### src/rtl/fetch_stage.sv
// IF stage: owns the PC, reads the word-addressed ROM, fills IF/ID; one-cycle fetch latency.
// Stall holds PC and IF/ID; redirect overrides stall and flushes; stops on HALT word or out-of-range fetch.
module fetch_stage #(
  parameter logic [31:0] RESET_PC   = 32'h0000_0000,
  parameter logic [31:0] NOP_INSTR  = 32'h0000_0000,
  parameter logic [31:0] HALT_INSTR = 32'hFFFF_FFFF,
  parameter int unsigned IMEM_WORDS = 64
) (
  input  logic        clk,
  input  logic        rst_n,
  input  logic        stall,
  input  logic        redirect,
  input  logic [31:0] redirect_pc,
  output logic [31:0] imem_adr,
  input  logic [31:0] imem_dout,
  output logic [31:0] pc,
  output logic [31:0] ifid_instr,
  output logic [31:0] ifid_pc4,
  output logic        ifid_valid,
  output logic        halted,
  output logic        fetch_err,
  output logic [31:0] fetch_count
);

  typedef enum logic {
    ST_RUN  = 1'b0,
    ST_HALT = 1'b1
  } state_t;

  localparam logic [29:0] IMEM_LIMIT = 30'(IMEM_WORDS);

  state_t      state_q, state_d;
  logic [31:0] pc_q, pc_d;
  logic [31:0] ifid_instr_q, ifid_instr_d;
  logic [31:0] ifid_pc4_q, ifid_pc4_d;
  logic        ifid_valid_q, ifid_valid_d;
  logic        fetch_err_q, fetch_err_d;
  logic [31:0] count_q, count_d;
  logic        in_range;
  logic [31:0] pc_plus4;

  assign in_range = (pc_q[31:2] < IMEM_LIMIT);
  assign pc_plus4 = pc_q + 32'd4;

  // Priority: redirect, then stall, then the state's own action.
  always_comb begin
    state_d      = state_q;
    pc_d         = pc_q;
    ifid_instr_d = ifid_instr_q;
    ifid_pc4_d   = ifid_pc4_q;
    ifid_valid_d = ifid_valid_q;
    fetch_err_d  = fetch_err_q;
    count_d      = count_q;

    if (redirect) begin
      pc_d         = {redirect_pc[31:2], 2'b00};
      ifid_instr_d = NOP_INSTR;
      ifid_pc4_d   = 32'd0;
      ifid_valid_d = 1'b0;
      state_d      = ST_RUN;
    end else if (!stall) begin
      case (state_q)
        ST_RUN: begin
          if (!in_range) begin
            ifid_instr_d = NOP_INSTR;
            ifid_pc4_d   = 32'd0;
            ifid_valid_d = 1'b0;
            fetch_err_d  = 1'b1;
            state_d      = ST_HALT;
          end else if (imem_dout == HALT_INSTR) begin
            ifid_instr_d = NOP_INSTR;
            ifid_pc4_d   = 32'd0;
            ifid_valid_d = 1'b0;
            state_d      = ST_HALT;
          end else begin
            ifid_instr_d = imem_dout;
            ifid_pc4_d   = pc_plus4;
            ifid_valid_d = 1'b1;
            pc_d         = pc_plus4;
            count_d      = count_q + 32'd1;
          end
        end
        ST_HALT: begin
          ifid_instr_d = NOP_INSTR;
          ifid_pc4_d   = 32'd0;
          ifid_valid_d = 1'b0;
        end
        default: state_d = ST_RUN;
      endcase
    end
  end

  always_ff @(posedge clk or negedge rst_n) begin
    if (!rst_n) begin
      state_q      <= ST_RUN;
      pc_q         <= RESET_PC;
      ifid_instr_q <= NOP_INSTR;
      ifid_pc4_q   <= 32'd0;
      ifid_valid_q <= 1'b0;
      fetch_err_q  <= 1'b0;
      count_q      <= 32'd0;
    end else begin
      state_q      <= state_d;
      pc_q         <= pc_d;
      ifid_instr_q <= ifid_instr_d;
      ifid_pc4_q   <= ifid_pc4_d;
      ifid_valid_q <= ifid_valid_d;
      fetch_err_q  <= fetch_err_d;
      count_q      <= count_d;
    end
  end

  assign imem_adr    = {2'b00, pc_q[31:2]};
  assign pc          = pc_q;
  assign ifid_instr  = ifid_instr_q;
  assign ifid_pc4    = ifid_pc4_q;
  assign ifid_valid  = ifid_valid_q;
  assign halted      = (state_q == ST_HALT);
  assign fetch_err   = fetch_err_q;
  assign fetch_count = count_q;

endmodule
### config.mk
export PLATFORM = sky130hd
export DESIGN_NAME = fetch_stage
export DESIGN_NICKNAME = d
export VERILOG_FILES = /design/src/rtl/fetch_stage.sv
export SDC_FILE = /design/constraint.sdc
export NUM_CORES = 1
export LEC_CHECK = 0
export CAP_MARGIN = 10
export CORE_UTILIZATION = 46
export CTS_CLUSTER_DIAMETER = 200
export DETAILED_ROUTE_END_ITERATION = 7
export PLACE_DENSITY = 0.86
export SLEW_MARGIN = 20
export SYNTH_ARGS = -nofsm -noshare
export SYNTH_HDL_FRONTEND = slang
export SYNTH_SLANG_ARGS = --single-unit
### constraint.sdc
create_clock -name clk -period 6.05 [get_ports clk]
set_input_delay 1.21 -clock clk [delete_from_list [all_inputs] [get_ports clk]]
set_output_delay 1.21 -clock clk [all_outputs]
set_load 0.01 [all_outputs]
==> results of run 1 <==
## state kept, by name, indices dropped and copies added, names as in the netlist
| register | count |
|---|---|
| fetch_count | 32 |
| ifid_instr | 32 |
| ifid_pc4 | 31 |
| pc | 30 |
| fetch_err | 1 |
| halted | 1 |
| ifid_valid | 1 |
## layout by cell type, fill, tap and decap left out, drive strengths merged, types with 2 or more instances in the layout
| master | count |
|---|---|
| a2111oi | 4 |
| a22o | 37 |
| a22oi | 2 |
| and2 | 28 |
| and3 | 13 |
| buf | 5 |
| bufinv | 4 |
| clkbuf | 23 |
| clkdlybuf4s50 | 223 |
| clkinv | 3 |
| conb | 4 |
| dfrtp | 128 |
| ha | 2 |
| inv | 5 |
| mux2 | 27 |
| nand2 | 14 |
| nand3 | 14 |
| nand4 | 28 |
| nor2 | 6 |
| nor2b | 3 |
| nor3 | 4 |
| nor4 | 8 |
| o21ai | 4 |
| xnor2 | 37 |
| xor2 | 3 |
## layout make-up
cell class / count / area (µm²) / area share
Clock buffer: 23 / 498 / 0.0608
Clock inverter: 9 / 151 / 0.0185
Inverter: 4 / 15.0 / 0.00183
Multi-Input combinational cell: 248 / 1880 / 0.229
Sequential cell: 128 / 3200 / 0.391
Tap cell: 143 / 179 / 0.0218
Timing Repair Buffer: 228 / 2270 / 0.277
## cells by family after synthesis
logic type | after synthesis | synth area share
compound gates | 53 | 0.0861
xor+xnor | 40 | 0.0647
fa+ha+maj | 2 | 0.00462
buf+inv | 59 | 0.0663
flops | 128 | 0.591
mux | 27 | 0.0561
other cells | 1 | 0.000692
simple gates | 122 | 0.130
## power by group through the flow
stage / Combinational [mW] / Clock [mW] / Sequential (mW)
after floorplan: 0.0830 / 0 / 0.923
after global placement: 0.215 / 0 / 0.920
after detailed placement: 0.217 / 0 / 0.920
after CTS: 0.220 / 1.12 / 0.907
after global routing: 0.232 / 1.17 / 0.910
final: 0.217 / 1.10 / 0.907
## worst max-delay path by stage
stage | from | to | slack [ps] | cells past startpoint
CTS | redirect | fetch_count[27] | 2660 | 7
global route | redirect | fetch_count[27] | 2510 | 7
floorplan | imem_dout[15] | pc[3] | 3320 | 5
global placement | redirect | fetch_count[23] | 2350 | 7
finish | redirect | fetch_count[27] | 2640 | 7
detailed placement | redirect | fetch_count[21] | 2270 | 7
## metal layers
layer	GRT usage	vias up	part of all wire
met5	0	-	0
met4	0.102	0	0.013
met3	0.0714	18	0.072
met2	0.424	194	0.52
met1	0.287	2145	0.39
li1	-	1900	-
==> run summary, run 1 <==
RSZ-0062 raised after global routing = no
Worst R2R End = fetch_count[27]
Final Power = 2.23 mW
Clock share of power = 0.496
Vias in the first global route = 4,465
WL per Instance = 18.6 µm
Worst Hold Depth = 1
Reg-to-Reg Start = pc[24]
Pint = 1.75 mW
Setup TNS = 0 ps
Vias = 4,257
# setup viols final = 0
Ports = 231
Yosys reg bits = 128
Worst Hold Launch = fetch_count[31]
GPL Wtd Cong = 0.824
Share of the synthesized area in the top cell type = 0.591
Core area = 11,500 µm²
Initial Util = 0.473
Initial antenna violation count = 0
Final ANT Viol Nets = 0
Worst EP required = 6370 ps
Maximum VDD drop = 0.000200 V
WP buf/inv = 3
Reg2reg path depth = 6
Ant. Diodes = 0
Most numerous cell on the critical path = buf_4
YS warnings = 0
Hold Fails Final Rpt = 0
Top cells by count, synth = 128 x dfrtp_1, 37 x a22o_1, 37 x xnor2_1, 35 x buf_4
WP data arrival = 3730 ps
Post-cts hold buffer count = 0
Num CTS Buffers = 17
Leak = 3.51 nW
DR pass1 iterations = 6
Layout cell share with drive strength beyond 1 = 0.105
I/O Buffers = 224
Finished Cell Area = 8190 µm²
Distinct cells, synth = 37
Worst-Skew Late Latency = 420 ps
Worst hold path class = reg -> reg
Slew @ Worst Pin = 814 ps
Post-Syn Area = 5420 µm²
Flop-to-flop setup slack = 3240 ps
Rows = 39
Largest net degree at the start of global routing = 71
Post-synth top area cell = dfrtp_1
DP Area = 7540 µm²
Tmin final = 3410 ps
Final core occ = 0.714
Post-detail-place hpwl = 10.2 mm
Crit path largest cell delay = 630 ps
EDFF count, synth = 0
Max Clk Rate = 0.294 GHz
Synth area leaders = dfrtp_1 59%, a22o_1 6.0%, xnor2_1 6.0%, mux2_2 5.4%, buf_4 4.8%
Async set-reset flop share out of synthesis = 1.00
WHS Endpoint = fetch_count[31]
Die Wd = 111 µm
Starting DRT DRC Count = 230
Clock sinks = 128
Sw Share = 0.214
Setup Skew = 10.2 ps
# placed instances = 751
Residual DRC = 0
Die height = 111 µm
Top Family by Delay on Critical Path = buffers and inverters
Worst-path clk slew = 50 ps
Outcome = finished, final reports clean
First-pass GRT wire length = 23.2 mm
Slew headroom = 0.457
H-tree levels = 4
CTS resizes = 0
Worst setup SP type = input port
Final worst setup slack = 2640 ps
Grt total ovfl = 0
Reg power frac = 0.407
Critical-path top delay cell = buf_4
Worst Setup End Kind = register
Period utilisation layout = 0.563
Final std cells w/o fill = 783
Fill count = 788
TritonCTS clock tree = built
NetSw = 478 µW
Sequential fraction of the synthesis area = 0.591
Setup WS pre-CTS = 2270 ps
Crit-path cells = clkdlybuf4s50_1 -> buf_4 -> or3_1 -> a2111oi_4 -> buf_4 -> nand4_1 -> xnor2_1
Nets@finish = 697
Slew Limit Fails = 0
Post-CTS setup buffers = 0
Pwr Density = 272 nW/µm²
Fin Hold WS = 466 ps
Cell count after synthesis = 432
Die area = 12,200 µm²
Most frequent cell after synthesis = dfrtp_1
Area grow syn2layout = 51.2%
Clock Root Buffer = clkbuf_16
Max clock buf depth = 2
Via density = 5.44
Max Cap Viol = 0
Crit Path Max Fanout = 70
Gr usage total = 0.246
Top_reg_cell synth = dfrtp_1
Final wirelength = 14.5 mm
Combinational share of power = 0.097
Syn Area/Cell = 12.5 µm²
Critical path class = in -> reg
Note: power is estimated with default switching activity, not from simulation.
==> run 2, diff against run 1 <==
- CORE_UTILIZATION: 46 -> 39
- PLACE_DENSITY: 0.86 -> 0.78
- clock period: 6.05 -> 3.02 ns (I/O delays scaled with it)
==> run summary, run 2 (same netlist as run 1, synthesis figures left out) <==
DR pass1 iterations = 6 (unchanged)
Slew headroom = 0.503 (+0.0459)
Vias in the first global route = 4,456 (-0.20%)
Final wirelength = 14.6 mm (+0.30%)
Fill count = 1,061 (+35%)
Residual DRC = 0 (unchanged)
Initial antenna violation count = 0 (unchanged)
Commonest cells after routing, fill and taps aside = 223 x clkdlybuf4s50_1, 128 x dfrtp_1, 37 x a22o_1, 37 x xnor2_1
Top Family by Delay on Critical Path = simple AND/OR/NAND/NOR gates
WL per Instance = 17.7 µm (-4.6%)
Critical path class = reg -> reg
# setup viols final = 0 (unchanged)
Vias = 4,241 (-0.38%)
Num CTS Buffers = 17 (unchanged)
Pwr Density = 515 nW/µm² (+89%)
Slew Limit Fails = 0 (unchanged)
# placed instances = 791 (+5.3%)
Die height = 120 µm (+8.4%)
Clock sinks = 128 (unchanged)
Post-detail-place hpwl = 10.5 mm (+2.8%)
Worst hold path class = in -> async
H-tree levels = 4 (unchanged)
Via density = 5.15 (-5.2%)
Core area = 13,400 µm² (+17%)
GPL Wtd Cong = 0.843 (+2.4%)
Ports = 231 (unchanged)
Max Cap Viol = 0 (unchanged)
Worst-Skew Late Latency = 420 ps (about the same)
Maximum VDD drop = 0.000339 V (+70%)
Slew @ Worst Pin = 745 ps (-68.8 ps)
Final ANT Viol Nets = 0 (unchanged)
Worst R2R End = fetch_count[1]
Crit path launch = pc[14]
Max Clk Rate = 0.414 GHz
Critical-path top delay cell = a2111oi_4
Tmin final = 2420 ps
RSZ-0062 raised after global routing = no
Clock Root Buffer = clkbuf_16
Reg2reg path depth = 5 (-1)
Setup Skew = 8.30 ps (-1.90 ps)
Setup TNS = 0 ps (unchanged)
Die Wd = 120 µm (+8.4%)
First-pass GRT wire length = 23.0 mm (-0.86%)
Ant. Diodes = 0 (unchanged)
Nets@finish = 704 (+1.0%)
Final core occ = 0.616 (-0.0983)
Post-CTS setup buffers = 0 (unchanged)
WP depth = 5 (-2)
Commonest non-fill, non-tap cell in the layout = clkdlybuf4s50_1
Gr usage total = 0.212 (-0.0349)
Post-cts hold buffer count = 0 (unchanged)
Flop-to-flop setup slack = 600 ps (-2640 ps)
Max clock buf depth = 2 (unchanged)
Grt total ovfl = 0 (unchanged)
Period utilisation layout = 0.801
Reg-to-Reg Start = pc[14]
Final Power = 4.25 mW (+91%)
CTS resizes = 0 (unchanged)
Starting DRT DRC Count = 234 (+1.7%)
Worst setup SP type = register
Largest net degree at the start of global routing = 57 (-20%)
Crit-path cells = nor4_1 -> nand4_1 -> a2111oi_4 -> buf_12 -> mux2_1
I/O Buffers = 224 (unchanged)
End of the critical path = fetch_count[1]
Area grow syn2layout = 52.3%
WP buf/inv = 1 (-2)
Crit path largest cell delay = 510 ps (-120 ps)
Crit Path Max Fanout = 42 (-40%)
WP data arrival = 2710 ps (-1020 ps)
TritonCTS clock tree = built
Hold Fails Final Rpt = 0 (unchanged)
Leak = 3.52 nW (+0.30%)
Outcome = finished, final reports clean
Rows = 42 (+7.7%)
Final std cells w/o fill = 823 (+5.1%)
Initial Util = 0.404 (-0.0682)
Die area = 14,400 µm² (+18%)
Layout cell share with drive strength beyond 1 = 0.114 (+0.00969)
Worst Setup End Kind = register
Worst-path clk slew = 60 ps (about the same)
Worst EP required = 3310 ps (-3060 ps)
[run 2: cell count changes in the layout (fill, tap and decap cells not counted)]
cell / change
clkinv_2: +1
clkbuf_8: -4
buf_4: +4
clkinv_4: +4
clkinvlp_4: +1
buf_12: +3
bufinv_16: -2
[run 2: layout make-up]
cell class	count	area [µm²]	share of cell area
clock buffers	19	443	0.0537
clock inverters	13	139	0.0168
inverters	4	15.0	0.00182
multi-input cells	248	1880	0.227
flip-flops and latches	128	3200	0.388
well taps	176	220	0.0267
repair buffers	235	2360	0.286
[run 2: through the flow]
stage          hold slack, ps  cell area, µm²  setup slack [ps]
2_1_floorplan             308            5430               862
3_3_place_gp              460            7650               407
3_5_place_dp              465            7670               385
4_1_cts                   271            8260               556
5_1_grt                   293            8260               472
6_report                  254            8260               602
[run 2: worst min-delay path by stage]
stage                      to  slack [ps]  cells after the start
6_report       ifid_instr[18]         250                      1
4_1_cts          ifid_pc4[10]         270                      1
5_1_grt        ifid_instr[18]         290                      1
2_1_floorplan  fetch_count[0]         310                      0
3_5_place_dp       ifid_valid         470                      1
3_3_place_gp       ifid_valid         460                      1
[run 2: power by group]
part / switching (mW) / internal, mW
Clock: 0.754 / 1.24
Sequential: 0.0609 / 1.76
Combinational: 0.178 / 0.264
Total: 0.993 / 3.26
[run 2: metal layers]
layer | wire length, µm | share of wire | track usage | vias to the layer above
met5 | 0 | 0 | 0 | -
met4 | 227 | 0.016 | 0.0914 | 0
met3 | 1090 | 0.075 | 0.0665 | 22
met2 | 7380 | 0.51 | 0.361 | 182
met1 | 5870 | 0.40 | 0.243 | 2127
li1 | - | - | - | 1910
